**config.mk**
```make
export PLATFORM = sky130hd
export DESIGN_NAME = load_store_unit
export DESIGN_NICKNAME = d
export VERILOG_FILES = /design/src/rtl/lsu_pkg.sv /design/src/rtl/store_buffer.sv /design/src/rtl/load_store_unit.sv
export SDC_FILE = /design/constraint.sdc
export NUM_CORES = 1
export LEC_CHECK = 0
export CAP_MARGIN = 40
export CORE_MARGIN = 10
export CORE_UTILIZATION = 39
export DETAILED_ROUTE_END_ITERATION = 7
export SLEW_MARGIN = 20
export SYNTH_ARGS = -nofsm -noshare
export SYNTH_HDL_FRONTEND = slang
export SYNTH_SLANG_ARGS = --single-unit
```
**constraint.sdc**
```tcl
create_clock -name clock -period 5.3 [get_ports clock]
set_input_delay 1.59 -clock clock [delete_from_list [all_inputs] [get_ports clock]]
set_output_delay 1.59 -clock clock [all_outputs]
set_load 0.02 [all_outputs]
```
**src/rtl/lsu_pkg.sv**
```systemverilog
// Shared types and default widths for the load/store unit.
package lsu_pkg;

  localparam int unsigned DATA_W  = 24;
  localparam int unsigned ADDR_W  = 24;
  localparam int unsigned MATCH_W = 12;

  typedef struct packed {
    logic [ADDR_W-1:0] addr;
    logic [DATA_W-1:0] data;
  } sb_entry_t;

  typedef enum logic {
    StIdle,
    StFence
  } fence_state_e;

endpackage

```
**src/rtl/store_buffer.sv**
```systemverilog
// In-order circular store buffer with a youngest-match address lookup.
module store_buffer #(
  parameter int unsigned DATA_W   = 24,
  parameter int unsigned ADDR_W   = 24,
  parameter int unsigned MATCH_W  = 12,
  parameter int unsigned SB_DEPTH = 4
) (
  input  logic              clock,
  input  logic              reset,
  input  logic              push,
  input  logic [ADDR_W-1:0] push_addr,
  input  logic [DATA_W-1:0] push_data,
  input  logic              pop,
  input  logic [ADDR_W-1:0] lookup_addr,
  output logic [ADDR_W-1:0] head_addr,
  output logic [DATA_W-1:0] head_data,
  output logic              full,
  output logic              empty,
  output logic              hit,
  output logic [DATA_W-1:0] hit_data
);

  localparam int unsigned PtrW = $clog2(SB_DEPTH);
  localparam int unsigned CntW = PtrW + 1;

  logic [ADDR_W-1:0] addr_q [SB_DEPTH];
  logic [DATA_W-1:0] data_q [SB_DEPTH];
  logic [PtrW-1:0]   wr_ptr_q, rd_ptr_q;
  logic [CntW-1:0]   count_q;
  logic [PtrW-1:0]   idx;

  assign full      = (count_q == CntW'(SB_DEPTH));
  assign empty     = (count_q == '0);
  assign head_addr = addr_q[rd_ptr_q];
  assign head_data = data_q[rd_ptr_q];

  // Pointer, count and storage update; push and pop together keep count steady.
  always_ff @(posedge clock) begin
    if (reset) begin
      wr_ptr_q <= '0;
      rd_ptr_q <= '0;
      count_q  <= '0;
    end else begin
      if (push) begin
        addr_q[wr_ptr_q] <= push_addr;
        data_q[wr_ptr_q] <= push_data;
        wr_ptr_q         <= wr_ptr_q + PtrW'(1);
      end
      if (pop) begin
        rd_ptr_q <= rd_ptr_q + PtrW'(1);
      end
      if (push && !pop) begin
        count_q <= count_q + CntW'(1);
      end else if (pop && !push) begin
        count_q <= count_q - CntW'(1);
      end
    end
  end

  // Walk live entries oldest to youngest so the last match wins.
  always_comb begin
    hit      = 1'b0;
    hit_data = '0;
    idx      = '0;
    for (int i = 0; i < int'(SB_DEPTH); i++) begin
      idx = rd_ptr_q + PtrW'(i);
      if ((CntW'(i) < count_q) &&
          (addr_q[idx][MATCH_W-1:0] == lookup_addr[MATCH_W-1:0])) begin
        hit      = 1'b1;
        hit_data = data_q[idx];
      end
    end
  end

endmodule

```
**src/rtl/load_store_unit.sv**
```systemverilog
// Memory-stage load/store initiator with a posted store buffer and fence.
// Optional feature: define LSU_STORE_FWD_EN to answer aliasing loads from the
// store buffer; otherwise such loads are held until the alias has drained.
module load_store_unit #(
  parameter int unsigned DATA_W   = lsu_pkg::DATA_W,
  parameter int unsigned ADDR_W   = lsu_pkg::ADDR_W,
  parameter int unsigned MATCH_W  = lsu_pkg::MATCH_W,
  parameter int unsigned SB_DEPTH = 4
) (
  input  logic              clock,
  input  logic              reset,
  input  logic              req_valid,
  output logic              req_ready,
  input  logic              req_write,
  input  logic [ADDR_W-1:0] req_addr,
  input  logic [DATA_W-1:0] req_wdata,
  output logic              resp_valid,
  output logic [DATA_W-1:0] resp_rdata,
  input  logic              drain_req,
  output logic              sb_busy,
  output logic              memWrite,
  output logic              memRead,
  output logic [ADDR_W-1:0] address,
  output logic [DATA_W-1:0] write_data,
  input  logic [DATA_W-1:0] read_data
);

  import lsu_pkg::*;

  fence_state_e      state_q, state_d;
  logic              full, empty, hit;
  logic [DATA_W-1:0] hit_data, head_data, load_data;
  logic [ADDR_W-1:0] head_addr;
  logic              fence_active, store_ok, load_ok;
  logic              load_acc, store_acc, mem_load, push, pop;
  logic              resp_valid_q;
  logic [DATA_W-1:0] resp_rdata_q;

  assign fence_active = (state_q == StFence);
  // No pass-through: a full buffer refuses stores even while it drains.
  assign store_ok     = !fence_active && !full;

`ifdef LSU_STORE_FWD_EN
  assign load_ok   = !fence_active && !full;
  assign mem_load  = load_acc && !hit;
  assign load_data = hit ? hit_data : read_data;
`else
  assign load_ok   = !fence_active && !full && !hit;
  assign mem_load  = load_acc;
  assign load_data = read_data;
  logic unused_hit_data;
  assign unused_hit_data = ^hit_data;
`endif

  assign req_ready = req_write ? store_ok : load_ok;
  assign load_acc  = req_valid && !req_write && load_ok;
  assign store_acc = req_valid && req_write && store_ok;

  // A memory load owns the port; otherwise any buffered store drains.
  assign push = store_acc && !reset;
  assign pop  = !empty && !mem_load && !reset;

  assign memRead    = mem_load && !reset;
  assign memWrite   = pop;
  assign address    = memRead ? req_addr : (memWrite ? head_addr : '0);
  assign write_data = memWrite ? head_data : '0;

  assign sb_busy    = !empty || fence_active;
  assign resp_valid = resp_valid_q;
  assign resp_rdata = resp_rdata_q;

  store_buffer #(
    .DATA_W  (DATA_W),
    .ADDR_W  (ADDR_W),
    .MATCH_W (MATCH_W),
    .SB_DEPTH(SB_DEPTH)
  ) u_store_buffer (
    .clock      (clock),
    .reset      (reset),
    .push       (push),
    .push_addr  (req_addr),
    .push_data  (req_wdata),
    .pop        (pop),
    .lookup_addr(req_addr),
    .head_addr  (head_addr),
    .head_data  (head_data),
    .full       (full),
    .empty      (empty),
    .hit        (hit),
    .hit_data   (hit_data)
  );

  // Fence state register.
  always_ff @(posedge clock) begin
    if (reset) begin
      state_q <= StIdle;
    end else begin
      state_q <= state_d;
    end
  end

  // Fence next state: leave one cycle after the buffer is seen empty.
  always_comb begin
    state_d = state_q;
    unique case (state_q)
      StIdle:  if (drain_req) state_d = StFence;
      StFence: if (empty) state_d = StIdle;
      default: state_d = StIdle;
    endcase
  end

  // Load response register: one-cycle valid pulse with captured data.
  always_ff @(posedge clock) begin
    if (reset) begin
      resp_valid_q <= 1'b0;
      resp_rdata_q <= '0;
    end else begin
      resp_valid_q <= load_acc;
      if (load_acc) begin
        resp_rdata_q <= load_data;
      end
    end
  end

endmodule

```
==> results.tsv, run 1 <==
metric	value	unit
TritonRoute pass-1 iters	5	
antenna violations before repair	3	
most common cell after layout, fill and taps aside	edfxtp_1	
Int Power	3931	uW
vias in the first global route	6876	
post-synthesis sequential area ratio	60.77	%
Final Cycle Share	101.4	%
FP Rows	60	
RSZ-0062 raised after global routing	true	
I/O pins	154	
Max Clock Freq	186.1	MHz
Die Wd	185.2	um
clk slew on worst S/H paths	60	ps
Reg area	6472	um2
status	finished with violations	
Fin. Hold Viols	0	
Core Box Area	26880	um2
Slew headroom	54.83	%
Critical Path Source Type	input pin	
CTS tree	yes	
area of the die	34290	um2
Area growth, synth to finish	34.20	%
clk_skew	31.34	ps
port bufs	153	
Final WS setup	-72.15	ps
post-synthesis mux area share	21.48	%
clock buffer depth	3	
Async SR Flop Fraction	0	%
xor-xnor portion of the synthesized cell area	4.857	%
final setup violating endpoints	6	
CTS Buf Count	26	
largest net degree at the start of global routing	51	
Leakage	0.004914	uW
Primary FF master, synth	edfxtp_1	
gpl congestion	0.7970	
MaxCap Viol Count	0	
CP required	3710	ps
flops & latches, synth	227	
Routed Antenna Nets	0	
Pwr Density	405.9	nW/um2
Syn Area/Cell	14.94	um2
routed len/inst	20.76	um
All-Layer GR Usage	14.98	%
Yosys top cell area share	54.19	%
Post-Synth Adder-Cell Area	1.058	%
H-tree depth	1	
Clk Tree Root Cell	clkbuf_16	
Least-Margin Pin Slew	677.6	ps
share of layout cells above drive strength 1	31.48	%
Die Span Y	185.2	um
post-synth cell types	42	
min Tclk post-route	5372	ps
Syn Std Cell Area	10640	um2
detailed placer's ending HPWL	17280	um
clock power share	28.6	%
Worst IR Drop VDD	0.2485	mV
commonest non-fill, non-tap cells in the layout	edfxtp_1, nand2_1, mux2i_1	
Remaining DRCs	0	
GRT overflow	0	
compound-cell area share of the yosys netlist	1.646	%
vias	6641	
syn_nets	798	
violated checks	setup timing	
Fill cells	2271	
final WL	26530	um
placed cell areas	12940	um2
Initial DRC Count	298	
critical path arrival	3780	ps
Hold Path Class	flop to flop	
crit path kind	input pin to output pin	
cell area after layout	14280	um2
CTS Sinks	227	
crit path capture type	output pin	
Combinational Power Share	35.2	%
global-route wire length before repair	40190	um
Yosys top cell by area	edfxtp_1	
Fin Setup TNS	-152.9	ps
Simple-Gate Fraction of Synth Area	7.561	%
Vias/cell	5.196	
switching share of power	32.17	%
sw power	1864	uW
antenna cell count	0	
Worst-Skew Late Latency	550	ps
number of flops mapped to enable cells by yosys	192	
YS warnings	0	
Slew Limit Fails	0	
Flop pwr share	36.3	%
Synth area leaders	edfxtp_1, mux4_2, mux2i_1	
Post-CTS Hold Buffers	0	
Gate Count Post-Synth	712	
combinational family with the most area after synthesis	multiplexers	
initial core utilization	39.59	%
NumNets Final	1003	
Multi-input gate area	4302	um2
CP max FO	10	
registers in the layout (all words and copies together), names as in the netlist, named ones only:
signal                   cells
u_store_buffer.addr_q       96
u_store_buffer.data_q       96
resp_rdata                  24
u_store_buffer.count_q       3
u_store_buffer.rd_ptr_q      2
u_store_buffer.wr_ptr_q      2
fence_active                 1
resp_valid                   1
stage by stage:
stage	total power [uW]	util [%]	hold slack, ps	std cells	setup WS, ps
6_report	5796	53.13	455.2	1278	-72.15
3_3_place_gp	4005	48.03	442.6	1208	-1057
4_1_cts	5741	52.07	457.9	1273	-108.8
5_1_grt	6069	53.13	472.0	1278	-134.3
2_1_floorplan	3262	-	451.3	712	-14.98
3_5_place_dp	4013	48.13	450.0	1209	-1067
worst max-delay path, cell delays in order:
cell	delay, ps
dlygate4sd2_1	260
buf_12	150
xor2_1	170
a31oi_1	120
or4_4	540
o211ai_4	110
buf_12	140
o21ai_4	130
clkbuf_16	220
buf_6	110
nor2b_4	100
buf_6	120
final timing paths:
check	from	endpoint	slack [ps]	cells after the start
max reg2reg	u_store_buffer.rd_ptr_q[1]	u_store_buffer.count_q[2]	1520	15
max	req_addr[1]	write_data[11]	-70	12
min	resp_rdata[6]	resp_rdata[6]	460	2
min reg2reg	resp_rdata[6]	resp_rdata[6]	460	2
power groups by stage:
| stage | Sequential (uW) | Clock, uW | Combinational [uW] |
|---|---|---|---|
| finish | 2100 | 1650 | 2040 |
| global route | 2110 | 1770 | 2180 |
| CTS | 2100 | 1690 | 1950 |
| detailed placement | 2140 | 0 | 1870 |
| global placement | 2140 | 0 | 1870 |
| floorplan | 2110 | 0 | 1150 |
repair_timing:
| item | CTS | global route |
|---|---|---|
| setup endpoints to repair | 51 | 51 |
| setup buffers | 13 | 6 |
| resized for setup | 293 | 79 |
| pin swaps | 16 | 11 |
| gates cloned | 4 | 1 |
cell type report:
type                    count  area share [%]
clock buffers              28           4.609
repair buffers            227           15.67
multi-input cells         425           30.13
clock inverters            20           1.016
well taps                 341           2.988
inverters                  10          0.2629
flip-flops and latches    227           45.33
cells by family after synthesis:
group / after synthesis
xor gates and xnor gates: 59
muxes: 157
and+or+nand+nor: 177
DFF: 227
adders and majority gates: 9
buffers and inverters: 61
AOI/OAI and AO/OA: 22
cells in the mapped netlist (2+ instances only):
cell	number
edfxtp_1	192
nand2_1	103
mux2i_1	99
mux4_2	57
xnor2_1	41
dfxtp_1	35
clkbuf_1	29
nor2b_1	26
xor2_1	18
nor2_1	13
buf_2	10
nor3_1	10
ha_1	9
inv_1	9
buf_1	6
nand4_1	6
a21oi_1	5
nor4_1	5
and2_1	4
buf_6	4
nand3_1	4
a31oi_1	3
a2111o_1	2
buf_4	2
o311ai_0	2
or4_1	2
metal layers:
layer,track usage [%],wire (um),vias to the layer above
met5,0,33,-
met3,3.958,1901,31
met1,20.43,12030,3330
met2,23.80,12200,193
met4,2.536,368,6
li1,-,-,3081
Power figures use the tool's default switching activity.
==> run 2, diff against run 1 <==
--- a/config.mk
+++ b/config.mk
@@ -7,8 +7,10 @@
 export LEC_CHECK = 0
 export CAP_MARGIN = 40
 export CORE_MARGIN = 10
-export CORE_UTILIZATION = 39
+export CORE_UTILIZATION = 50
+export CTS_BUF_LIST = sky130_fd_sc_hd__clkbuf_4 sky130_fd_sc_hd__clkbuf_8
 export DETAILED_ROUTE_END_ITERATION = 7
+export PLACE_DENSITY = 0.74
 export SLEW_MARGIN = 20
 export SYNTH_ARGS = -nofsm -noshare
 export SYNTH_HDL_FRONTEND = slang
==> run 2 against run 1 <==
The run now ends clean. Sequential power about the same. Total power down 4.5%. Design area down 3.7%. Cell count down 3.8%. Clock skew down 3.9 ps. Setup slack better by 110 ps. Global-route usage up 3.5 points. Largest power group unchanged. Highest routed layer is now met4.
==> results.tsv, run 2 (synthesis gave the netlist of run 1 again) <==
metric	value	unit
Pwr Density	402.2	nW/um2
global-route wire length before repair	41280	um
MaxCap Viol Count	0	
crit path kind	input pin to output pin	
clk slew on worst S/H paths	50	ps
Post-CTS Hold Buffers	0	
area of the die	27520	um2
Initial DRC Count	462	
Least-Margin Pin Slew	803.9	ps
CTS Sinks	227	
met1 GRT Util	23.65	%
CTS tree	yes	
crit-path cells	buf_4, xnor2_2, nor4_2, mux2i_1, or4_4, o211ai_4, nor2_4, buf_6, buf_6, mux2i_2, buf_4	
most common cell after layout, fill and taps aside	edfxtp_1	
WHS Path Cells	2	
CP required	3710	ps
Critical Path Source Type	input pin	
largest net degree at the start of global routing	46	
Slew headroom	46.41	%
final WL	25970	um
GRT overflow	0	
delay-heaviest family, CP	simple AND/OR/NAND/NOR gates	
min Tclk post-route	5264	ps
sw power	1780	uW
Core Box Area	20960	um2
reg2reg start	u_store_buffer.rd_ptr_q[1]	
Vias/cell	5.536	
met3 Use GR	5.206	%
Die Span Y	165.9	um
antenna violations before repair	0	
Int Power	3752	uW
vias in the first global route	7318	
Area growth, synth to finish	29.26	%
switching share of power	32.18	%
Worst R2R Setup Slack	1610	ps
vias	6804	
H-tree depth	2	
clock power share	28.5	%
gpl congestion	0.8724	
final setup violating endpoints	0	
I/O pins	154	
Slew Limit Fails	0	
pre-CTS setup slack	-914.1	ps
CTS Buf Count	39	
Fin Setup TNS	0	ps
Remaining DRCs	0	
status	completed	
share of layout cells above drive strength 1	31.16	%
critical path arrival	3670	ps
Die Wd	165.9	um
crit path capture type	output pin	
Flop pwr share	38.4	%
Reg area	6475	um2
All-Layer GR Usage	18.48	%
port bufs	153	
reg-to-reg endpoint	u_store_buffer.count_q[2]	
initial core utilization	50.78	%
NumNets Final	1009	
FP Rows	53	
clk_skew	27.41	ps
Hold Path Sink	resp_rdata[13]	
Multi-input gate area	4164	um2
routed len/inst	21.13	um
Fill cells	1526	
TritonRoute pass-1 iters	5	
Final WS setup	36.08	ps
RSZ-0062 raised after global routing	true	
Hold Path Class	flop to flop	
Leakage	0.004761	uW
routing usage on met2	30.10	%
Worst Reg-to-Reg Cells	13	
GRT busiest layer	met2	
Fin. Hold Viols	0	
Min-Delay Startpoint	resp_rdata[13]	
hold slack	458.6	ps
Final Cycle Share	99.32	%
Worst IR Drop VDD	0.2472	mV
CP max FO	4	
Buf+Inv Stages, Crit Path	4	
Max Clock Freq	190.0	MHz
Combinational Power Share	33.2	%
Routed Antenna Nets	0	
slowest library cell on the worst path	or4_4	
Clk Tree Root Cell	clkbuf_8	
detailed placer's ending HPWL	17590	um
clock buffer depth	3	
CP max stage delay	570	ps
commonest non-fill, non-tap cells in the layout	edfxtp_1, nand2_1, mux2i_1	
Worst-Skew Late Latency	550	ps
## run 2: changes by cell type in the layout (fill, tap and decap cells not counted), sizes merged
cell | previous run | this run
clkinv | 14 | 21
bufinv | 0 | 2
o21ai | 3 | 2
dlygate4sd2 | 2 | 1
buf | 128 | 127
diode | 0 | 1
clkinvlp | 5 | 0
clkdlybuf4s15 | 2 | 1
inv | 11 | 12
clkbuf | 33 | 48
## run 2: power groups by stage
stage | clock (uW) | sequential, uW | combinational [uW]
after floorplan | 0 | 2110 | 1150
after global placement | 0 | 2150 | 1800
after detailed placement | 0 | 2160 | 1830
after CTS | 1610 | 2120 | 1790
after global routing | 1700 | 2130 | 1960
final | 1570 | 2120 | 1830
## run 2: routing by layer
metal | part of all wire, % | vias up
met4 | 1.7 | 0
met5 | 0 | -
met2 | 48 | 268
met1 | 43 | 3389
li1 | - | 3105
met3 | 7.4 | 42
## run 2: cell type report
type | count | share of cell area, %
Multi-Input combinational cell | 424 | 30.28
Inverter | 10 | 0.2729
Timing Repair Buffer | 221 | 14.17
Sequential cell | 227 | 47.08
Antenna cell | 1 | 0.01820
Tap cell | 275 | 2.502
Clock inverter | 25 | 1.346
Clock buffer | 46 | 4.330
## run 2: worst max path at each step
stage	start	to	slack (ps)	cells after the start
4_1_cts	req_addr[1]	address[16]	6	11
3_3_place_gp	req_addr[9]	address[6]	-880	10
2_1_floorplan	req_addr[5]	address[10]	-10	10
3_5_place_dp	req_addr[6]	address[6]	-910	10
6_report	req_addr[0]	address[1]	40	11
5_1_grt	req_addr[6]	write_data[7]	-10	11
## run 2: worst register-to-register path, stage by stage (launching register included)
cell	delay (ps)
dfxtp_4	530
buf_12	220
mux2i_2	390
xnor2_4	130
nor4_2	270
mux2i_1	110
or4_4	570
o211ai_4	130
buf_4	150
o21ai_2	70
buf_12	180
ha_1	370
or3_1	360
a21oi_1	140
## run 2: what timing repair did
item / in CTS / in global routing
gates resized for setup: 280 / 63
endpoints found under the hold margin: 0 / 0
pin swaps: 13 / 13
setup buffers: 11 / 0
setup endpoints to repair: 51 / 42
## run 2: per-stage QoR
step | utilization [%] | cell area, um2 | total power, uW | cells
final | 65.63 | 13750 | 5532 | 1229
after global routing | 65.62 | 13750 | 5797 | 1228
after CTS | 65.06 | 13630 | 5533 | 1230
after detailed placement | 61.18 | 12820 | 3987 | 1148
after global placement | 61.18 | 12820 | 3954 | 1148
after floorplan | - | 10640 | 3262 | 712
==> run 3, diff against run 2 <==
--- a/config.mk
+++ b/config.mk
@@ -10,7 +10,7 @@
 export CORE_UTILIZATION = 50
 export CTS_BUF_LIST = sky130_fd_sc_hd__clkbuf_4 sky130_fd_sc_hd__clkbuf_8
 export DETAILED_ROUTE_END_ITERATION = 7
-export PLACE_DENSITY = 0.74
+export PLACE_DENSITY = 0.78
 export SLEW_MARGIN = 20
 export SYNTH_ARGS = -nofsm -noshare
 export SYNTH_HDL_FRONTEND = slang
==> run 3 against run 2 <==
Highest routed layer unchanged. Wire length down 4.6%. Global-route usage down 1.2 points. Critical path type unchanged. Register-to-register slack better by 240 ps.
==> results.tsv, run 3 (synthesis gave the netlist of run 1 again) <==
metric	value	unit
routed len/inst	20.17	um
CTS tree	yes	
detailed placer's ending HPWL	16510	um
delay-heaviest family, CP	simple AND/OR/NAND/NOR gates	
CP max stage delay	440	ps
global-route wire length before repair	38500	um
reg2reg start	u_store_buffer.rd_ptr_q[0]	
WHS Path Cells	2	
Vias/cell	5.419	
area of the die	27520	um2
most common cell after layout, fill and taps aside	edfxtp_1	
final WL	24770	um
Worst Reg-to-Reg Cells	11	
Leakage	0.004745	uW
Worst IR Drop VDD	0.2516	mV
port bufs	153	
Clk Tree Root Cell	clkbuf_8	
I/O pins	154	
vias in the first global route	6832	
Max Clock Freq	190.9	MHz
cell area after layout	13690	um2
initial core utilization	50.78	%
Fin. Hold Viols	0	
slowest library cell on the worst path	or4_4	
Pwr Density	392.1	nW/um2
Die Span Y	165.9	um
gpl congestion	0.8465	
clock buffer depth	3	
commonest non-fill, non-tap cells in the layout	edfxtp_1, nand2_1, mux2i_1	
Worst-Skew Late Latency	530	ps
reg-to-reg endpoint	u_store_buffer.count_q[2]	
Final WS setup	62.68	ps
Core Box Area	20960	um2
Hold Path Sink	resp_rdata[11]	
Worst R2R Setup Slack	1850	ps
Routed Antenna Nets	0	
status	completed	
Slew headroom	55.28	%
min Tclk post-route	5237	ps
routing usage on met2	27.14	%
clk slew on worst S/H paths	60	ps
H-tree depth	2	
met3 Use GR	5.159	%
Die Wd	165.9	um
largest net degree at the start of global routing	32	
Post-CTS Hold Buffers	0	
CP max FO	7	
Critical Path Source Type	input pin	
Area growth, synth to finish	28.63	%
CTS Buf Count	38	
critical path arrival	3650	ps
Remaining DRCs	0	
CTS Sinks	227	
placed cell areas	12820	um2
crit path capture type	output pin	
GRT overflow	0	
Min-Delay Startpoint	resp_rdata[11]	
Initial DRC Count	406	
MaxCap Viol Count	0	
Design Power	5366	uW
met1 GRT Util	22.92	%
pre-CTS setup slack	-809.9	ps
share of layout cells above drive strength 1	30.60	%
antenna violations before repair	2	
Slew Limit Fails	0	
GRT busiest layer	met2	
CP required	3710	ps
Top cell by count, worst path	buf_12	
vias	6655	
crit path kind	input pin to output pin	
All-Layer GR Usage	17.28	%
final setup violating endpoints	0	
Buf+Inv Stages, Crit Path	5	
FP Rows	53	
Final Util	65.32	%
crit-path cells	buf_12, buf_12, xnor2_4, nor4_2, mux2i_1, or4_4, o211ai_4, nor2_4, buf_12, buf_12, mux2i_2, buf_4	
Final Cycle Share	98.82	%
NumNets Final	1009	
Hold Path Class	flop to flop	
Least-Margin Pin Slew	670.8	ps
WP depth	12	
TritonRoute pass-1 iters	5	
clk_skew	11.73	ps
-- run 3: changes by cell type in the layout (fill, tap and decap cells not counted), sizes merged --
cell | before | now
inv | 12 | 11
clkbuf | 48 | 52
bufinv | 2 | 0
clkinv | 21 | 16
buf | 127 | 124
clkinvlp | 0 | 2
diode | 1 | 2
clkdlybuf4s15 | 1 | 4
-- run 3: stage by stage --
step | std cells | hold slack [ps] | setup TNS, ps
2_1_floorplan | 712 | 451.3 | -299.6
3_3_place_gp | 1148 | 441.9 | -34090
3_5_place_dp | 1148 | 447.6 | -36930
4_1_cts | 1226 | 459.8 | 0
5_1_grt | 1226 | 479.5 | -0.8396
6_report | 1228 | 455.6 | 0
-- run 3: routing by layer --
metal  wire, um  vias up  share of wire, %
li1           -     3091                 -
met3       1745       41               7.0
met2      11720      228                47
met5          0        -                 0
met1      10810     3295                44
met4        496        0               2.0
-- run 3: worst max-delay path by stage --
| stage | from | endpoint | slack (ps) |
|---|---|---|---|
| after detailed placement | req_addr[4] | address[23] | -810 |
| after CTS | req_addr[1] | address[23] | 3 |
| after global routing | req_addr[3] | address[18] | -0.6 |
| after global placement | req_addr[0] | address[23] | -730 |
| final | req_addr[5] | address[18] | 60 |
| after floorplan | req_addr[5] | address[10] | -10 |
-- run 3: worst reg2reg max path, cell delays in order (launching register included) --
cell and delay (ps):
dfxtp_1 440, mux4_2 560, xor2_2 210, a2111o_1 390
nor4_2 270, a21oi_2 110, o211ai_4 260, o21ai_2 100
buf_12 190, ha_1 370, or3_1 360, a21oi_1 140
-- run 3: power breakdown --
group          leakage [uW]  internal [uW]  switching [uW]
registers           0.00202           2020            94.1
logic               0.00235            847             952
clock network      0.000376            766             689
total               0.00474           3630            1740
-- run 3: final cells by class --
type,instances,area (um2)
Antenna cell,2,5.005
Clock buffer,49,611.8
Clock inverter,19,106.4
Fill cell,1553,7268
Inverter,10,41.29
Multi-Input combinational cell,424,4153
Sequential cell,227,6472
Tap cell,275,344.1
Timing Repair Buffer,222,1953
-- run 3: timing repair --
action | CTS | global route
resized for setup | 254 | 44
pin swaps | 16 | 19
hold endpoints to repair | 0 | 0
endpoints found under the setup margin | 51 | 51
buffers inserted | 10 | 3
gates cloned | 1 | 0
